===== src/rtl/subpix_disparity_refine_pkg.sv =====
// Shared types for the sub-pixel disparity refinement block.
// Provides the job FSM encoding and the default widths used by the refine stage.
package subpix_disparity_refine_pkg;

    typedef enum logic [1:0] {
        IDLE = 2'd0,
        PREP = 2'd1,
        DIV  = 2'd2,
        OUT  = 2'd3
    } spState;

    localparam int DATA_DEPTH_DEF   = 8;
    localparam int DISP_DEPTH_DEF   = 7;
    localparam int SUBPIX_DEPTH_DEF = 5;

endpackage


===== src/rtl/subpix_disparity_refine_divider.sv =====
// Unsigned restoring divider producing Q_W quotient bits of (num << Q_W) / den, one bit per cycle, MSB first.
// The quotient is only exact when num < den; callers override the result otherwise.
module sp_serial_divider #(
    parameter int NUM_W = 9,
    parameter int DEN_W = 12,
    parameter int Q_W   = 5
) (
    input  logic             clk,
    input  logic             rst,
    input  logic             start,
    input  logic [NUM_W-1:0] num,
    input  logic [DEN_W-1:0] den,
    output logic             busy,
    output logic             done,
    output logic [Q_W-1:0]   quot
);

    localparam int CNT_W = $clog2(Q_W + 1);

    logic [DEN_W-1:0] remReg;
    logic [DEN_W-1:0] denReg;
    logic [Q_W-1:0]   quotReg;
    logic [CNT_W-1:0] cntReg;
    logic             busyReg;
    logic             doneReg;

    logic [DEN_W:0]   shifted;
    logic             fits;
    logic [DEN_W-1:0] remNext;

    always_comb begin
        shifted = {remReg, 1'b0};
        fits    = (shifted >= {1'b0, denReg});
        remNext = fits ? DEN_W'(shifted - {1'b0, denReg}) : DEN_W'(shifted);
    end

    always_ff @(posedge clk or posedge rst) begin
        if (rst) begin
            remReg  <= '0;
            denReg  <= '0;
            quotReg <= '0;
            cntReg  <= '0;
            busyReg <= 1'b0;
            doneReg <= 1'b0;
        end else if (start) begin
            remReg  <= {{(DEN_W-NUM_W){1'b0}}, num};
            denReg  <= den;
            quotReg <= '0;
            cntReg  <= CNT_W'(Q_W);
            busyReg <= 1'b1;
            doneReg <= 1'b0;
        end else if (busyReg) begin
            remReg  <= remNext;
            quotReg <= {quotReg[Q_W-2:0], fits};
            cntReg  <= cntReg - CNT_W'(1);
            if (cntReg == CNT_W'(1)) begin
                busyReg <= 1'b0;
                doneReg <= 1'b1;
            end
        end
    end

    assign busy = busyReg;
    assign done = doneReg;
    assign quot = quotReg;

endmodule


===== src/rtl/subpix_disparity_refine.sv =====
// Parabolic sub-pixel refinement of a WTA disparity: off = (Cm-Cp) / (2*(Cm+Cp-2*C0)),
// emitted as d*2^F + off with degenerate-fit flagging, clamping to half a pixel and saturation.
module subpix_disparity_refine
    import subpix_disparity_refine_pkg::*;
#(
    parameter int dataDepth   = DATA_DEPTH_DEF,
    parameter int dispDepth   = DISP_DEPTH_DEF,
    parameter int subPixDepth = SUBPIX_DEPTH_DEF
) (
    input  logic                             clk,
    input  logic                             rst,
    input  logic                             in_valid,
    output logic                             in_ready,
    input  logic [dataDepth-1:0]             costM,
    input  logic [dataDepth-1:0]             cost0,
    input  logic [dataDepth-1:0]             costP,
    input  logic [dispDepth-1:0]             dispIn,
    output logic                             out_valid,
    input  logic                             out_ready,
    output logic [dispDepth+subPixDepth-1:0] dispOut,
    output logic                             outFlag
);

    localparam int NUM_W = dataDepth + 1;
    localparam int DEN_W = dataDepth + 4;
    localparam int OUT_W = dispDepth + subPixDepth;
    localparam logic [subPixDepth-1:0] HALF_PIX = {1'b1, {(subPixDepth-1){1'b0}}};

    spState stateReg, stateNext;

    logic [dataDepth-1:0] costMReg, cost0Reg, costPReg;
    logic [dispDepth-1:0] dispReg;
    logic                 sgnReg, degenReg, clampReg;
    logic [OUT_W-1:0]     dispOutReg;
    logic                 outFlagReg;

    logic                    sgnComb, degenComb, clampComb;
    logic [NUM_W-1:0]        numComb;
    logic [DEN_W-1:0]        denComb;

    logic                    divStart, divBusy, divDone;
    logic [subPixDepth-1:0]  divQuot;

    logic [subPixDepth-1:0]  offMag;
    logic [OUT_W+1:0]        baseVal, offExt, sumComb;
    logic [OUT_W-1:0]        dispSat;

    // PREP arithmetic: works from the captured costs, so the input bus is free after accept
    always_comb begin
        sgnComb   = (costMReg > costPReg);
        numComb   = sgnComb ? ({1'b0, costMReg} - {1'b0, costPReg})
                            : ({1'b0, costPReg} - {1'b0, costMReg});
        denComb   = (({{(DEN_W-dataDepth){1'b0}}, costMReg} + {{(DEN_W-dataDepth){1'b0}}, costPReg}) << 1)
                  - {2'b00, cost0Reg, 2'b00};
        degenComb = denComb[DEN_W-1] || (denComb == '0);
        clampComb = !degenComb && ({{(DEN_W-NUM_W-1){1'b0}}, numComb, 1'b0} >= denComb);
    end

    sp_serial_divider #(
        .NUM_W (NUM_W),
        .DEN_W (DEN_W),
        .Q_W   (subPixDepth)
    ) uDivider (
        .clk   (clk),
        .rst   (rst),
        .start (divStart),
        .num   (numComb),
        .den   (denComb),
        .busy  (divBusy),
        .done  (divDone),
        .quot  (divQuot)
    );

    always_ff @(posedge clk or posedge rst) begin
        if (rst) stateReg <= IDLE;
        else     stateReg <= stateNext;
    end

    always_comb begin
        stateNext = stateReg;
        case (stateReg)
            IDLE:    if (in_valid) stateNext = PREP;
            PREP:    stateNext = DIV;
            DIV:     if (divDone && !divBusy) stateNext = OUT;
            OUT:     if (out_ready) stateNext = IDLE;
            default: stateNext = IDLE;
        endcase
    end

    always_comb begin
        in_ready  = (stateReg == IDLE);
        out_valid = (stateReg == OUT);
        divStart  = (stateReg == PREP);
    end

    // Magnitude is chosen first; the sign is applied afterwards so clamping is symmetric
    always_comb begin
        if (degenReg)      offMag = '0;
        else if (clampReg) offMag = HALF_PIX;
        else               offMag = divQuot;
        baseVal = {2'b00, dispReg, {subPixDepth{1'b0}}};
        offExt  = {{(OUT_W+2-subPixDepth){1'b0}}, offMag};
        sumComb = sgnReg ? (baseVal + offExt) : (baseVal - offExt);
        if (sumComb[OUT_W+1])    dispSat = '0;
        else if (sumComb[OUT_W]) dispSat = '1;
        else                     dispSat = sumComb[OUT_W-1:0];
    end

    always_ff @(posedge clk or posedge rst) begin
        if (rst) begin
            costMReg   <= '0;
            cost0Reg   <= '0;
            costPReg   <= '0;
            dispReg    <= '0;
            sgnReg     <= 1'b0;
            degenReg   <= 1'b0;
            clampReg   <= 1'b0;
            dispOutReg <= '0;
            outFlagReg <= 1'b0;
        end else begin
            if (stateReg == IDLE && in_valid) begin
                costMReg <= costM;
                cost0Reg <= cost0;
                costPReg <= costP;
                dispReg  <= dispIn;
            end
            if (stateReg == PREP) begin
                sgnReg   <= sgnComb;
                degenReg <= degenComb;
                clampReg <= clampComb;
            end
            if (stateReg == DIV && divDone && !divBusy) begin
                dispOutReg <= dispSat;
                outFlagReg <= degenReg;
            end
        end
    end

    assign dispOut = dispOutReg;
    assign outFlag = outFlagReg;

endmodule


===== config.mk =====
export PLATFORM = sky130hd
export DESIGN_NAME = subpix_disparity_refine
export DESIGN_NICKNAME = d
export VERILOG_FILES = /design/src/rtl/subpix_disparity_refine_pkg.sv /design/src/rtl/subpix_disparity_refine_divider.sv /design/src/rtl/subpix_disparity_refine.sv
export SDC_FILE = /design/constraint.sdc
export NUM_CORES = 1
export LEC_CHECK = 0
export ABC_AREA = 1
export BUFFER_PORTS_ARGS = -buffer_cell sky130_fd_sc_hd__buf_2
export CAP_MARGIN = 10
export CELL_PAD_IN_SITES_DETAIL_PLACEMENT = 1
export CELL_PAD_IN_SITES_GLOBAL_PLACEMENT = 1
export CORE_MARGIN = 5
export CORE_UTILIZATION = 35
export DETAILED_ROUTE_END_ITERATION = 6
export GPL_TIMING_DRIVEN = 0
export PLACE_DENSITY_LB_ADDON = 0.1
export SLEW_MARGIN = 20
export SYNTH_ARGS = -nofsm -noshare
export SYNTH_HDL_FRONTEND = slang
export SYNTH_SLANG_ARGS = --single-unit

===== constraint.sdc =====
create_clock -name clk -period 4.9 [get_ports clk]
set_input_delay 0 -clock clk [delete_from_list [all_inputs] [get_ports clk]]
set_output_delay 0 -clock clk [all_outputs]
set_load 0.02 [all_outputs]

==> qor.yml, run 1 <==
status: "finished clean"
layout_commonest_cell: "nand2_1"
track_usage: 0.185
fin_util: 0.426
synth_seq_cells: 81
fin_crit_sh: 0.780
holdWs_ns: 0.0759
grt_max_degree: 43
clk_latency_ns: 0.35
relSlewSlack: 0.610
ant_nets: 0
synth_compound_area_frac: 0.118
rows: 48
clock-root-buffer: "clkbuf_16"
avgSynthCellArea_um2: 7.44
wirelength_um: 18100
die_area_mm2: 0.0205
syn-cell-area_mm2: 0.00620
path_max_fanout: 10
synth_fa_ha_area_frac: 0.133
path_clk_slew_ns: 0.07
wl_per_cell_um: 15.6
via_per_inst: 4.85
muxShareOfSynthArea: 0.00363
synth-simple-area-share: 0.289
io_buffers: 49
postCtsSetupBuffers: 0
die_h_um: 143
crit_path_frequent_cell: "nand2_1"
synthToLayoutAreaGrowth_pct: 19.2
synth_xor_area_frac: 0.0268
ios: 50
yosysSeqAreaShare: 0.327
layout_setup_ws_ns: 1.08
hold_viol: 0
fillers: 2166
netlist.area_leader.share: 0.327
clockBufferDepth: 2
core_area_mm2: 0.0174
grt_pass1_wl_um: 30200
antenna_found_initial: 0
period_minus_slack_ns: 3.82
critical_path_buf_inv_count: 3
syn_inst: 834
grt_pass1_vias: 5967
yosysWarnings: 0
cts_resized: 0
rsz0062_at_grt: "false"
remaining_drc_errors: 0
ys_top_cells_by_area: "dfrtp_1 33%, nand2_1 12%, ha_1 12%, inv_1 7.6%, nand3_1 5.1%"
antenna_cells: 0
synth_top_family_by_area: "simple AND/OR/NAND/NOR gates"
slew_violations: 0
cp-start-kind: "flop"
max_clock_freq_ghz: 0.262
crit_path_max_incr_delay_ns: 0.38
final.setup_skew_ns: 0.00801
vias: 5614
crit_type: "flop to flop"
setup-violations-final: 0
drtIter0Drc: 167
dr.pass1.iters: 4
initial_core_util: 0.357
die_w_um: 143
cts_sinks: 81
drv_cap: 0
endpoint_kind: "flop"
syn_nets: 932
numCtsBuffers: 9
htreeDepth: 3
fin_nets: 1025
cp.arrival_ns: 4.06
critPathSlowestCell: "dfrtp_1"
worstHoldPathType: "input pin to flop"
yosysTopAreaCell: "dfrtp_1"
cts_tree: "yes"
place_ws_ns: 1.11
synth_cell_type_count: 44
hpwlAfterDp_um: 14600
setup-tns-final_ns: 0
place_congestion: 0.855
cpLargestDelayFamily: "simple AND/OR/NAND/NOR gates"
gr-total-overflow: 0
crit_required_ns: 5.14
mostFrequentLayoutCells: "201 x nand2_1, 125 x inv_1, 81 x dfrtp_1"
drive_gt1_frac: 0.136
tightest_slew_ns: 0.586
## synthesized netlist by cell type, drive strengths merged
| master | instances |
|---|---|
| a21boi | 1 |
| a21o | 3 |
| a21oi | 62 |
| a221oi | 3 |
| a22o | 1 |
| a31oi | 1 |
| and2 | 8 |
| buf | 13 |
| clkbuf | 7 |
| clkinv | 1 |
| dfrtp | 81 |
| fa | 5 |
| ha | 58 |
| inv | 133 |
| mux2 | 2 |
| nand2 | 220 |
| nand3 | 65 |
| nand3b | 2 |
| nand4 | 14 |
| nor2 | 77 |
| nor3 | 3 |
| o211ai | 2 |
| o21a | 1 |
| o21ai | 44 |
| o21bai | 2 |
| o22ai | 5 |
| or2 | 1 |
| xnor2 | 3 |
| xor2 | 16 |
## metal layers
layer / GRT usage / part of all wire / vias to the layer above
met5: 0 / 0 / -
met4: 0.0465 / 0.012 / 0
met3: 0.0204 / 0.018 / 19
met2: 0.329 / 0.51 / 49
met1: 0.239 / 0.46 / 2706
li1: - / - / 2840
## state kept, by name, summed over array words and instances (netlist names), 3 cells and up
register         flops
dispOut             12
uDivider.remReg     12
uDivider.denReg     10
cost0Reg             8
costMReg             8
costPReg             8
dispReg              7
uDivider.quot        5
uDivider.cntReg      3
## final timing paths
| check | start | slack [ns] | depth (start not counted) | to |
|---|---|---|---|---|
| max in group asynchronous | rst | 4.02 | 4 | cost0Reg[1]$_DFFE_PP0P_ |
| min reg2reg | dispOut[5]$_DFFE_PP0P_ | 0.48 | 1 | dispOut[5]$_DFFE_PP0P_ |
| max reg2reg | costMReg[2]$_DFFE_PP0P_ | 1.08 | 26 | clampReg$_DFFE_PP0P_ |
| max | costMReg[2]$_DFFE_PP0P_ | 1.08 | 26 | clampReg$_DFFE_PP0P_ |
| min in group asynchronous | rst | 0.26 | 3 | dispOut[1]$_DFFE_PP0P_ |
| min | out_ready | 0.08 | 4 | stateReg[1]$_DFFE_PP0P_ |
## layout make-up
type	count	area, um^2	area share
Clock buffer	9	225	0.0305
Tap cell	225	282	0.0381
Sequential cell	81	2030	0.274
Timing Repair Buffer	82	593	0.0802
Buffer	20	135	0.0183
Inverter	134	505	0.0684
Clock inverter	7	86.3	0.0117
Multi-Input combinational cell	599	3540	0.479
## per-stage QoR
step,instances,cell area [um^2]
2_1_floorplan,834,6200
3_3_place_gp,1108,6730
3_5_place_dp,1109,6760
4_1_cts,1157,7390
5_1_grt,1157,7390
6_report,1157,7390
## tightest hold or removal path, stage by stage
cell and delay, ns:
buf_2 0.10, inv_1 0.04, a221oi_1 0.10, o21ai_0 0.15
## cells by family (layout without fill, tap and decap cells)
family          after synthesis  after routing
flops                        81             81
buf+inv                     154            252
fa+ha+maj                    63             63
xor+xnor                     19             19
mux                           2              2
compound gates              125            125
simple gates                390            390
## repair_timing
action                                 4_1_cts  5_1_grt
endpoints found under the hold margin       70        0
hold buffers                                32        0
setup endpoints to repair                    0        0
Power of run 1 is not shown: default switching activity piles up to over one toggle a cycle in this logic, so the estimate is an artifact.
==> run 2: changes to the inputs <==
clock period = 4 ns   (was 4.9 ns; I/O delays follow)
==> run 2 against run 1 <==
Utilization increased by 0.050 points. Cell area increased by 0.12%. Die area unchanged. Via count increased by 0.11%. Sequential share of layout area about the same.
==> qor.yml, run 2 (same netlist as run 1, synthesis figures left out) <==
status: "finished clean"
antenna_found_initial: 0
dp.cells: 1109
grt_max_degree: 43
fin_nets: 1025
period_minus_slack_ns: 3.69
final.setup_skew_ns: 0.00812
drtIter0Drc: 163
ff2ff_path_depth: 26
r2r_slack_ns: 0.31
clk_latency_ns: 0.35
crit_path_frequent_cell: "nand2_1"
layout_commonest_cell: "nand2_1"
mostFrequentLayoutCells: "200 x nand2_1, 125 x inv_1, 81 x dfrtp_1"
clock-root-buffer: "clkbuf_16"
postCtsSetupBuffers: 0
cp-start-kind: "flop"
layout_setup_ws_ns: 0.308
place_congestion: 0.855
hold_viol: 0
holdWs_ns: 0.0761
synthToLayoutAreaGrowth_pct: 19.3
endpoint_kind: "flop"
critPathSlowestCell: "dfrtp_1"
dr.pass1.iters: 4
worstHoldPathType: "input pin to flop"
clockBufferDepth: 2
path_clk_slew_ns: 0.07
numCtsBuffers: 9
relSlewSlack: 0.609
fillers: 2166
setup-tns-final_ns: 0
drive_gt1_frac: 0.139
r2r_end: "clampReg$_DFFE_PP0P_"
cts_tree: "yes"
io_buffers: 49
place_ws_ns: 0.209
die_w_um: 143
remaining_drc_errors: 0
track_usage: 0.185
die_area_mm2: 0.0205
grt_pass1_vias: 5967
crit_required_ns: 4.24
hp-start: "out_ready"
ios: 50
rows: 48
wirelength_um: 18100
vias: 5620
r2r-start: "costMReg[2]$_DFFE_PP0P_"
via_per_inst: 4.86
grt_pass1_wl_um: 30200
max_clock_freq_ghz: 0.271
cp.arrival_ns: 3.93
crit_path_max_incr_delay_ns: 0.38
gr-total-overflow: 0
antenna_cells: 0
hold-path-cell-count: 4
ant_nets: 0
path_max_fanout: 10
slew_violations: 0
hpwlAfterDp_um: 14600
stdcell_count: 1157
setup-violations-final: 0
holdPathEnd: "stateReg[1]$_DFFE_PP0P_"
register_area_mm2: 0.00203
initial_core_util: 0.357
die_h_um: 143
htreeDepth: 3
multi_input_area_mm2: 0.00355
core_area_mm2: 0.0174
cts_sinks: 81
tightest_slew_ns: 0.586
wl_per_cell_um: 15.6
crit_type: "flop to flop"
fin_crit_sh: 0.923
drv_cap: 0
==> run 2: worst max path at each step <==
stage | slack (ns) | end | from | depth (start not counted)
floorplan | 0.78 | clampReg$_DFFE_PP0P_ | costMReg[2]$_DFFE_PP0P_ | 27
global placement | 0.28 | clampReg$_DFFE_PP0P_ | costMReg[1]$_DFFE_PP0P_ | 26
detailed placement | 0.21 | clampReg$_DFFE_PP0P_ | costMReg[1]$_DFFE_PP0P_ | 26
CTS | 0.17 | clampReg$_DFFE_PP0P_ | costMReg[2]$_DFFE_PP0P_ | 27
global route | -0.02 | clampReg$_DFFE_PP0P_ | costMReg[2]$_DFFE_PP0P_ | 26
finish | 0.31 | clampReg$_DFFE_PP0P_ | costMReg[2]$_DFFE_PP0P_ | 26
==> run 2: final cells by class <==
cell class | count | area share
multi-input cells | 599 | 0.479
flip-flops and latches | 81 | 0.274
repair buffers | 82 | 0.0801
inverters | 134 | 0.0683
well taps | 225 | 0.0380
clock buffers | 9 | 0.0304
plain buffers | 20 | 0.0183
clock inverters | 7 | 0.0117
==> run 2: worst max-delay path: cells and delay by family (launching register included) <==
family / cells / cell delay, ns
XOR/XNOR: 1 / 0.16
AND/OR/NAND/NOR: 16 / 1.30
adder cells (fa/ha/maj): 3 / 1.04
flip-flops: 1 / 0.38
AO/OA/AOI/OAI: 3 / 0.40
buffers and inverters: 3 / 0.29
==> run 2: timing repair <==
action | 4_1_cts | 5_1_grt
endpoints found under the hold margin | 70 | 0
setup endpoints to repair | 0 | 1
resized for setup | 0 | 4
hold buffers | 32 | 0
==> run 2: through the flow <==
step,utilization,instance area (um^2)
after floorplan,-,6200
after global placement,0.388,6730
after detailed placement,0.389,6760
after CTS,0.426,7390
after global routing,0.426,7400
final,0.426,7400
==> run 2: metal layers <==
layer / wire [um] / track usage / part of all wire
met1: 8360 / 0.239 / 0.46
met2: 9170 / 0.329 / 0.51
met3: 330 / 0.0204 / 0.018
met4: 225 / 0.0465 / 0.012
met5: 0 / 0 / 0
Power of run 2 is left out for the same reason.
